### src/rtl/uart_tx_ctrl.sv
// rtl/uart_tx_ctrl.sv - UART transmit controller: 8N1 / 8E1 / 8O1 framing with a one-byte holding register
//
// Ports:
//   CLK         system clock, rising edge
//   RST         asynchronous reset, active low
//   tick        baud enable, one CLK pulse per bit period
//   data_in     byte to transmit
//   data_valid  byte offered on data_in
//   ParEN       1 = append parity bit
//   ParTYP      0 = even parity, 1 = odd parity
//   ready       a byte can be accepted this cycle
//   TX_OUT      serial line, registered, idle high
//   busy        frame in progress
//   frame_done  one CLK pulse at the end of the stop bit
//
// Build option: UART_TX_HOLD_REG_EN
//   defined   - a byte can be accepted during a frame and follows the current
//               stop bit directly, with no idle bit between frames
//   undefined - a byte is accepted only while idle

module uart_tx_ctrl (
    input  logic       CLK,
    input  logic       RST,
    input  logic       tick,
    input  logic [7:0] data_in,
    input  logic       data_valid,
    input  logic       ParEN,
    input  logic       ParTYP,
    output logic       ready,
    output logic       TX_OUT,
    output logic       busy,
    output logic       frame_done
);

    typedef enum logic [2:0] {
        IDLE   = 3'd0,
        START  = 3'd1,
        DATA   = 3'd2,
        PARITY = 3'd3,
        STOP   = 3'd4
    } state_t;

`ifdef UART_TX_HOLD_REG_EN
    localparam logic HOLD_EN = 1'b1;
`else
    localparam logic HOLD_EN = 1'b0;
`endif

    state_t     state;
    logic [7:0] hold_data;
    logic       hold_par_en;
    logic       hold_par_typ;
    logic       pending;
    logic [7:0] shift_reg;
    logic [2:0] bit_idx;
    logic       par_en_q;
    logic       par_bit_q;
    logic       accept;
    logic       start_frame;

    assign ready  = HOLD_EN ? !pending : ((state == IDLE) && !pending);
    assign accept = data_valid && ready;
    assign busy   = (state != IDLE);

    // A new frame starts from IDLE, or straight out of STOP when back-to-back
    // frames are enabled. Acceptance and start are mutually exclusive because
    // one needs pending=0 and the other pending=1.
    assign start_frame = tick && pending &&
                         ((state == IDLE) || (HOLD_EN && (state == STOP)));

    always_ff @(posedge CLK or negedge RST) begin
        if (!RST) begin
            state        <= IDLE;
            hold_data    <= 8'h00;
            hold_par_en  <= 1'b0;
            hold_par_typ <= 1'b0;
            pending      <= 1'b0;
            shift_reg    <= 8'h00;
            bit_idx      <= 3'd0;
            par_en_q     <= 1'b0;
            par_bit_q    <= 1'b0;
            TX_OUT       <= 1'b1;
            frame_done   <= 1'b0;
        end else begin
            frame_done <= tick && (state == STOP);

            if (accept) begin
                hold_data    <= data_in;
                hold_par_en  <= ParEN;
                hold_par_typ <= ParTYP;
                pending      <= 1'b1;
            end

            if (start_frame) begin
                // Parity is resolved at load time so later ParEN/ParTYP
                // changes cannot reach the frame in flight.
                state     <= START;
                shift_reg <= hold_data;
                par_en_q  <= hold_par_en;
                par_bit_q <= (^hold_data) ^ hold_par_typ;
                bit_idx   <= 3'd0;
                pending   <= 1'b0;
                TX_OUT    <= 1'b0;
            end else if (tick) begin
                // TX_OUT is loaded with the level of the state being entered.
                case (state)
                    IDLE: begin
                        TX_OUT <= 1'b1;
                    end
                    START: begin
                        state   <= DATA;
                        bit_idx <= 3'd0;
                        TX_OUT  <= shift_reg[0];
                    end
                    DATA: begin
                        shift_reg <= shift_reg >> 1;
                        bit_idx   <= bit_idx + 3'd1;
                        if (bit_idx == 3'd7) begin
                            state  <= par_en_q ? PARITY : STOP;
                            TX_OUT <= par_en_q ? par_bit_q : 1'b1;
                        end else begin
                            TX_OUT <= shift_reg[1];
                        end
                    end
                    PARITY: begin
                        state  <= STOP;
                        TX_OUT <= 1'b1;
                    end
                    STOP: begin
                        state  <= IDLE;
                        TX_OUT <= 1'b1;
                    end
                    default: begin
                        state  <= IDLE;
                        TX_OUT <= 1'b1;
                    end
                endcase
            end
        end
    end

endmodule

### config.mk
export PLATFORM = sky130hd
export DESIGN_NAME = uart_tx_ctrl
export DESIGN_NICKNAME = d
export VERILOG_FILES = /design/src/rtl/uart_tx_ctrl.sv
export SDC_FILE = /design/constraint.sdc
export NUM_CORES = 1
export LEC_CHECK = 0
export BUFFER_PORTS_ARGS = -buffer_cell sky130_fd_sc_hd__buf_2
export CAP_MARGIN = 20
export CORE_MARGIN = 1
export CORE_UTILIZATION = 45
export CTS_CLUSTER_DIAMETER = 150
export DETAILED_ROUTE_END_ITERATION = 12
export PLACE_DENSITY = 0.71
export SLEW_MARGIN = 20
export SYNTH_ARGS = -nofsm -noshare
export SYNTH_HDL_FRONTEND = slang
export SYNTH_SLANG_ARGS = --single-unit
### constraint.sdc
create_clock -name CLK -period 1.8 [get_ports CLK]
set_input_delay 0.27 -clock CLK [delete_from_list [all_inputs] [get_ports CLK]]
set_output_delay 0.27 -clock CLK [all_outputs]
set_load 0.005 [all_outputs]
==> reports/metrics.csv, run 1 <==
metric,value,unit
Worst-path clk slew,0.09,ns
CTS Sinks,29,
Pre-antenna DRT Iters,8,
worst-margin pin slew,0.6237,ns
grt peak-use layer,met2,
highest-delay cell along the critical path,dfrtp_1,
sequential area share after synthesis,52.44,%
Detailed Place HPWL,1804,um
average vias per placed instance,5.489,
P&R area growth vs syn,13.27,%
Starting Density,49.00,%
met2 Use GR,28.24,%
maximum clock insertion buffer count,2,
post-layout min period,1.642,ns
drt total wl,2533,um
Max Slew Vio Count,0,
Synth Warn #,0,
core region area,0.002829,mm2
Setup Skew,0.006400,ns
combinational family with the most area after synthesis,simple AND/OR/NAND/NOR gates,
die area,0.003307,mm2
NumNets Final,166,
ANT cells,0,
total gr overflow,0,
Synth Area in Simple Gates,16.79,%
die height,57.51,um
Hold Slack,0.1667,ns
Synth Register Bits,29,
"Arr. time, crit path",1.37,ns
Residual DRC,3,
GR Util met1,21.93,%
initial DRC count,44,
RSZ-0062 raised after global routing,false,
Worst slew margin,58.42,%
CP Class,flip-flop to primary output,
multiplexer area fraction after synthesis,8.845,%
# setup viols final,0,
Power Density,1860,mW/mm2
CTS buffer count,5,
CP max stage delay,0.52,ns
WP data required,1.53,ns
Lkg Pwr,0.7321,nW
Synth Area in Adders,1.805,%
Fin. Hold Viols,0,
max-cap violations,0,
XOR/XNOR Fraction of Synth Area,5.415,%
crit-path cells,nor3_2 > inv_1 > buf_2,
most frequent cells in the layout,"28 x dfrtp_1, 22 x nand2_1, 17 x buf_2",
num rows,19,
global-route usage over all layers,18.47,%
Final TNS setup,0,ns
share of cells above drive strength 1,26.49,%
Tot Pwr,2.920,mW
H-tree depth,2,
CP max FO,10,
Synth Area in Compound Gates,10.83,%
Syn Area/Cell,10.58,um2
I/O Buffers,17,
synthesized cell area,0.001386,mm2
Fmax,609.2,MHz
largest net degree at the start of global routing,30,
global placer's final weighted congestion,0.7597,
initial antenna violation count,0,
CTS tree,done,
global-route met3 utilization,7.029,%
post-synth net total,147,
Clock Latency Late Sink,0.33,ns
first-pass GRT wire length,4416,um
Top delay family on crit path,flip-flops,
num ports,18,
"most common cell after layout, fill and taps aside",dfrtp_1,
Yosys cell types,32,
CP Capture Type,primary output,
period utilization,91.20,%
routed len/inst,13.92,um
WP buf/inv,2,
worst min-delay path category,input port to flip-flop,
status,"finished, violations left",
Die Width,57.51,um
Mapped Cells,131,
failing checks,DRC,
vias,999,
VDD IR max,0.8609,mV
number of global-route vias before repair,1007,
Finished Core Util,55.51,%
clock root cell,clkbuf_4,
"antenna viol nets, final",0,
crit start category,flip-flop,
what timing repair did:
| item | 4_1_cts | 5_1_grt |
|---|---|---|
| hold buffers | 1 | 0 |
| gates resized for setup | 0 | 0 |
| setup buffers | 0 | 0 |
| endpoints found under the setup margin | 0 | 0 |
| endpoints found under the hold margin | 28 | 0 |
logic make-up (layout without fill, tap and decap cells):
| logic type | Yosys count | in the layout |
|---|---|---|
| buffers and inverters | 11 | 31 |
| adders and majority gates | 2 | 2 |
| xor gates and xnor gates | 7 | 7 |
| DFF | 29 | 29 |
| and+or+nand+nor | 47 | 47 |
| muxes | 11 | 11 |
| AOI/OAI and AO/OA | 24 | 24 |
per-layer routing:
layer	share of wire, %	up-vias
met5	0	-
met4	2.6	0
met3	5.2	8
li1	-	493
met1	46	477
met2	47	21
power breakdown:
group          switching [mW]  internal, mW  total [mW]
clock                   0.216         0.331       0.548
sequential              0.297         0.964        1.26
combinational           0.508         0.604        1.11
total                    1.02          1.90        2.92
Yosys cell counts (all sizes together):
| cell | n | area (um2) |
|---|---|---|
| o211ai | 1 | 7.510 |
| o221ai | 2 | 17.52 |
| o22ai | 4 | 25.02 |
| a31o | 1 | 8.760 |
| a22oi | 2 | 15.01 |
| nor3 | 5 | 30.03 |
| xnor3 | 1 | 22.52 |
| nor2 | 9 | 33.78 |
| nor2b | 3 | 18.77 |
| inv | 5 | 18.77 |
| dfstp | 1 | 26.28 |
| mux2 | 10 | 112.6 |
| and2 | 2 | 12.51 |
| nor4 | 1 | 21.27 |
| nand2 | 23 | 88.84 |
| a21oi | 3 | 15.01 |
| xor2 | 2 | 17.52 |
| ha | 2 | 25.02 |
| nand3 | 2 | 15.01 |
| buf | 5 | 30.02 |
| o21ai | 6 | 30.02 |
| xnor2 | 4 | 35.03 |
| mux2i | 1 | 10.01 |
| and3 | 2 | 12.51 |
| a31oi | 5 | 31.28 |
| dfrtp | 28 | 700.7 |
| clkbuf | 1 | 5.000 |
worst register-to-register path: stages (launching register included):
cell and delay [ns]:
dfrtp_1 0.52, nor3_2 0.34, nand3_2 0.31, o22ai_1 0.27
nor2_1 0.07
final timing paths:
check	from	end	cells after the start	slack, ns
hold / removal	data_in[2]	hold_data[2]$_DFFE_PN0P_	2	0.17
setup / recovery	state[0]$_DFFE_PN0P_	busy	3	0.16
max in group asynchronous	RST	bit_idx[0]$_DFFE_PN0P_	2	0.91
setup reg to reg	state[0]$_DFFE_PN0P_	shift_reg[6]$_DFFE_PN0P_	4	0.19
hold reg to reg	hold_par_en$_DFFE_PN0P_	par_en_q$_DFFE_PN0P_	2	0.48
min in group asynchronous	RST	hold_data[1]$_DFFE_PN0P_	2	0.49
area by class of cell:
type | count | area (um2)
Fill cell | 252 | 1259
Sequential cell | 29 | 726.9
Multi-Input combinational cell | 91 | 605.6
Timing Repair Buffer | 18 | 95.09
Clock buffer | 7 | 55.05
Tap cell | 31 | 38.79
Clock inverter | 1 | 30.03
Inverter | 5 | 18.77
stage by stage:
stage,worst slack [ns],std cells,instance area (um2)
floorplan,0.4241,131,1386
global placement,0.2899,173,1475
detailed placement,0.2070,173,1475
CTS,0.1507,182,1570
global route,0.04505,182,1570
finish,0.1585,182,1570
No activity file was read; power rests on OpenSTA's default activity.
==> run 2: changes to the inputs <==
==> constraint.sdc (replaced) <==
create_clock -name CLK -period 2.1 [get_ports CLK]
set_input_delay 0.315 -clock CLK [delete_from_list [all_inputs] [get_ports CLK]]
set_output_delay 0.315 -clock CLK [all_outputs]
set_load 0.005 [all_outputs]
==> reports/metrics.csv, run 2 (synthesis results as in run 1) <==
metric,value,unit
Setup Skew,0.006394,ns
I/O Buffers,17,
Lkg Pwr,0.7279,nW
"most common cell after layout, fill and taps aside",dfrtp_1,
cts hold-fix bufs,0,
"Arr. time, crit path",1.37,ns
CTS tree,done,
total gr overflow,0,
Max Slew Vio Count,0,
maximum clock insertion buffer count,2,
Pre-antenna DRT Iters,8,
Power Density,1603,mW/mm2
Fin. Hold Viols,23,
initial DRC count,45,
crit start category,flip-flop,
Clock Latency Late Sink,0.33,ns
RSZ-0062 raised after global routing,false,
Residual DRC,3,
Worst-path clk slew,0.09,ns
storage element area,726.9,um2
first-pass GRT wire length,4416,um
clock root cell,clkbuf_4,
NumNets Final,165,
worst-margin pin slew,0.6218,ns
VDD IR max,0.7379,mV
max-cap violations,0,
Worst slew margin,58.55,%
CP Class,flip-flop to primary output,
CTS Sinks,29,
Detailed Place HPWL,1804,um
CTS buffer count,5,
Die Width,57.51,um
status,"finished, violations left",
H-tree depth,2,
die area,0.003307,mm2
area of the multi-input gates,605.6,um2
number of global-route vias before repair,1007,
filler cell count,253,
post-layout min period,1.687,ns
fin area,0.001560,mm2
global placer's final weighted congestion,0.7597,
"antenna viol nets, final",0,
period utilization,80.31,%
CP Capture Type,primary output,
largest net degree at the start of global routing,30,
Final TNS setup,0,ns
CP max FO,10,
Starting Density,49.00,%
Fmax,592.9,MHz
P&R area growth vs syn,12.55,%
global-route usage over all layers,18.47,%
drt total wl,2523,um
routed len/inst,13.94,um
total setup buffers inserted after CTS,0,
r2r setup slk,0.49,ns
die height,57.51,um
vias,997,
num ports,18,
Hold Slack,-0.005822,ns
core region area,0.002829,mm2
initial antenna violation count,0,
WP data required,1.78,ns
Tot Pwr,2.501,mW
failing checks,"DRC, hold timing",
num rows,19,
most frequent cells in the layout,"28 x dfrtp_1, 22 x nand2_1, 17 x buf_2",
share of cells above drive strength 1,26.67,%
average vias per placed instance,5.508,
ANT cells,0,
Finished Core Util,55.15,%
post-CTS resize count,0,
# setup viols final,0,
worst min-delay path category,input port to async pin,
placed cell areas,0.001475,mm2
-- run 2: power by group --
group          internal (mW)  leakage [nW]  total [mW]  switching, mW
Combinational          0.516         0.326       0.951          0.435
Clock                  0.284        0.0455       0.470          0.185
Sequential             0.826         0.356        1.08          0.254
-- run 2: routing by layer --
metal / wire [um] / global-route usage [%] / up-vias
met2: 1178 / 28.24 / 21
met5: 0 / 0 / -
li1: - / - / 491
met1: 1148 / 21.93 / 477
met3: 131 / 7.029 / 8
met4: 65 / 11.50 / 0
-- run 2: final timing paths --
path | start | endpoint | cells past startpoint
setup / recovery | state[0]$_DFFE_PN0P_ | busy | 3
hold / removal | RST | hold_data[1]$_DFFE_PN0P_ | 1
setup reg to reg | state[0]$_DFFE_PN0P_ | shift_reg[6]$_DFFE_PN0P_ | 4
hold reg to reg | hold_par_en$_DFFE_PN0P_ | par_en_q$_DFFE_PN0P_ | 2
max in group asynchronous | RST | bit_idx[0]$_DFFE_PN0P_ | 1
min in group CLK | data_in[2] | hold_data[2]$_DFFE_PN0P_ | 2
-- run 2: worst max-delay path, cell delays in order (launching register included) --
cell	delay, ns
dfrtp_1	0.52
nor3_2	0.34
inv_1	0.06
buf_2	0.13
-- run 2: area by class of cell --
| cell class | instances | share of cell area (%) |
|---|---|---|
| sequential | 29 | 46.59 |
| multi-input combinational | 91 | 38.81 |
| timing repair buffer | 17 | 5.453 |
| clock buffer | 7 | 3.528 |
| tap | 31 | 2.486 |
| clock inverter | 1 | 1.925 |
| inverter | 5 | 1.203 |
-- run 2: metrics by stage --
stage	hold WS [ns]	cells	setup WS [ns]
floorplan	0.01941	131	0.7241
global placement	0.3665	173	0.5899
detailed placement	0.3710	173	0.5070
CTS	0.003291	181	0.4057
global route	0.04067	181	0.3000
finish	-0.005822	181	0.4135
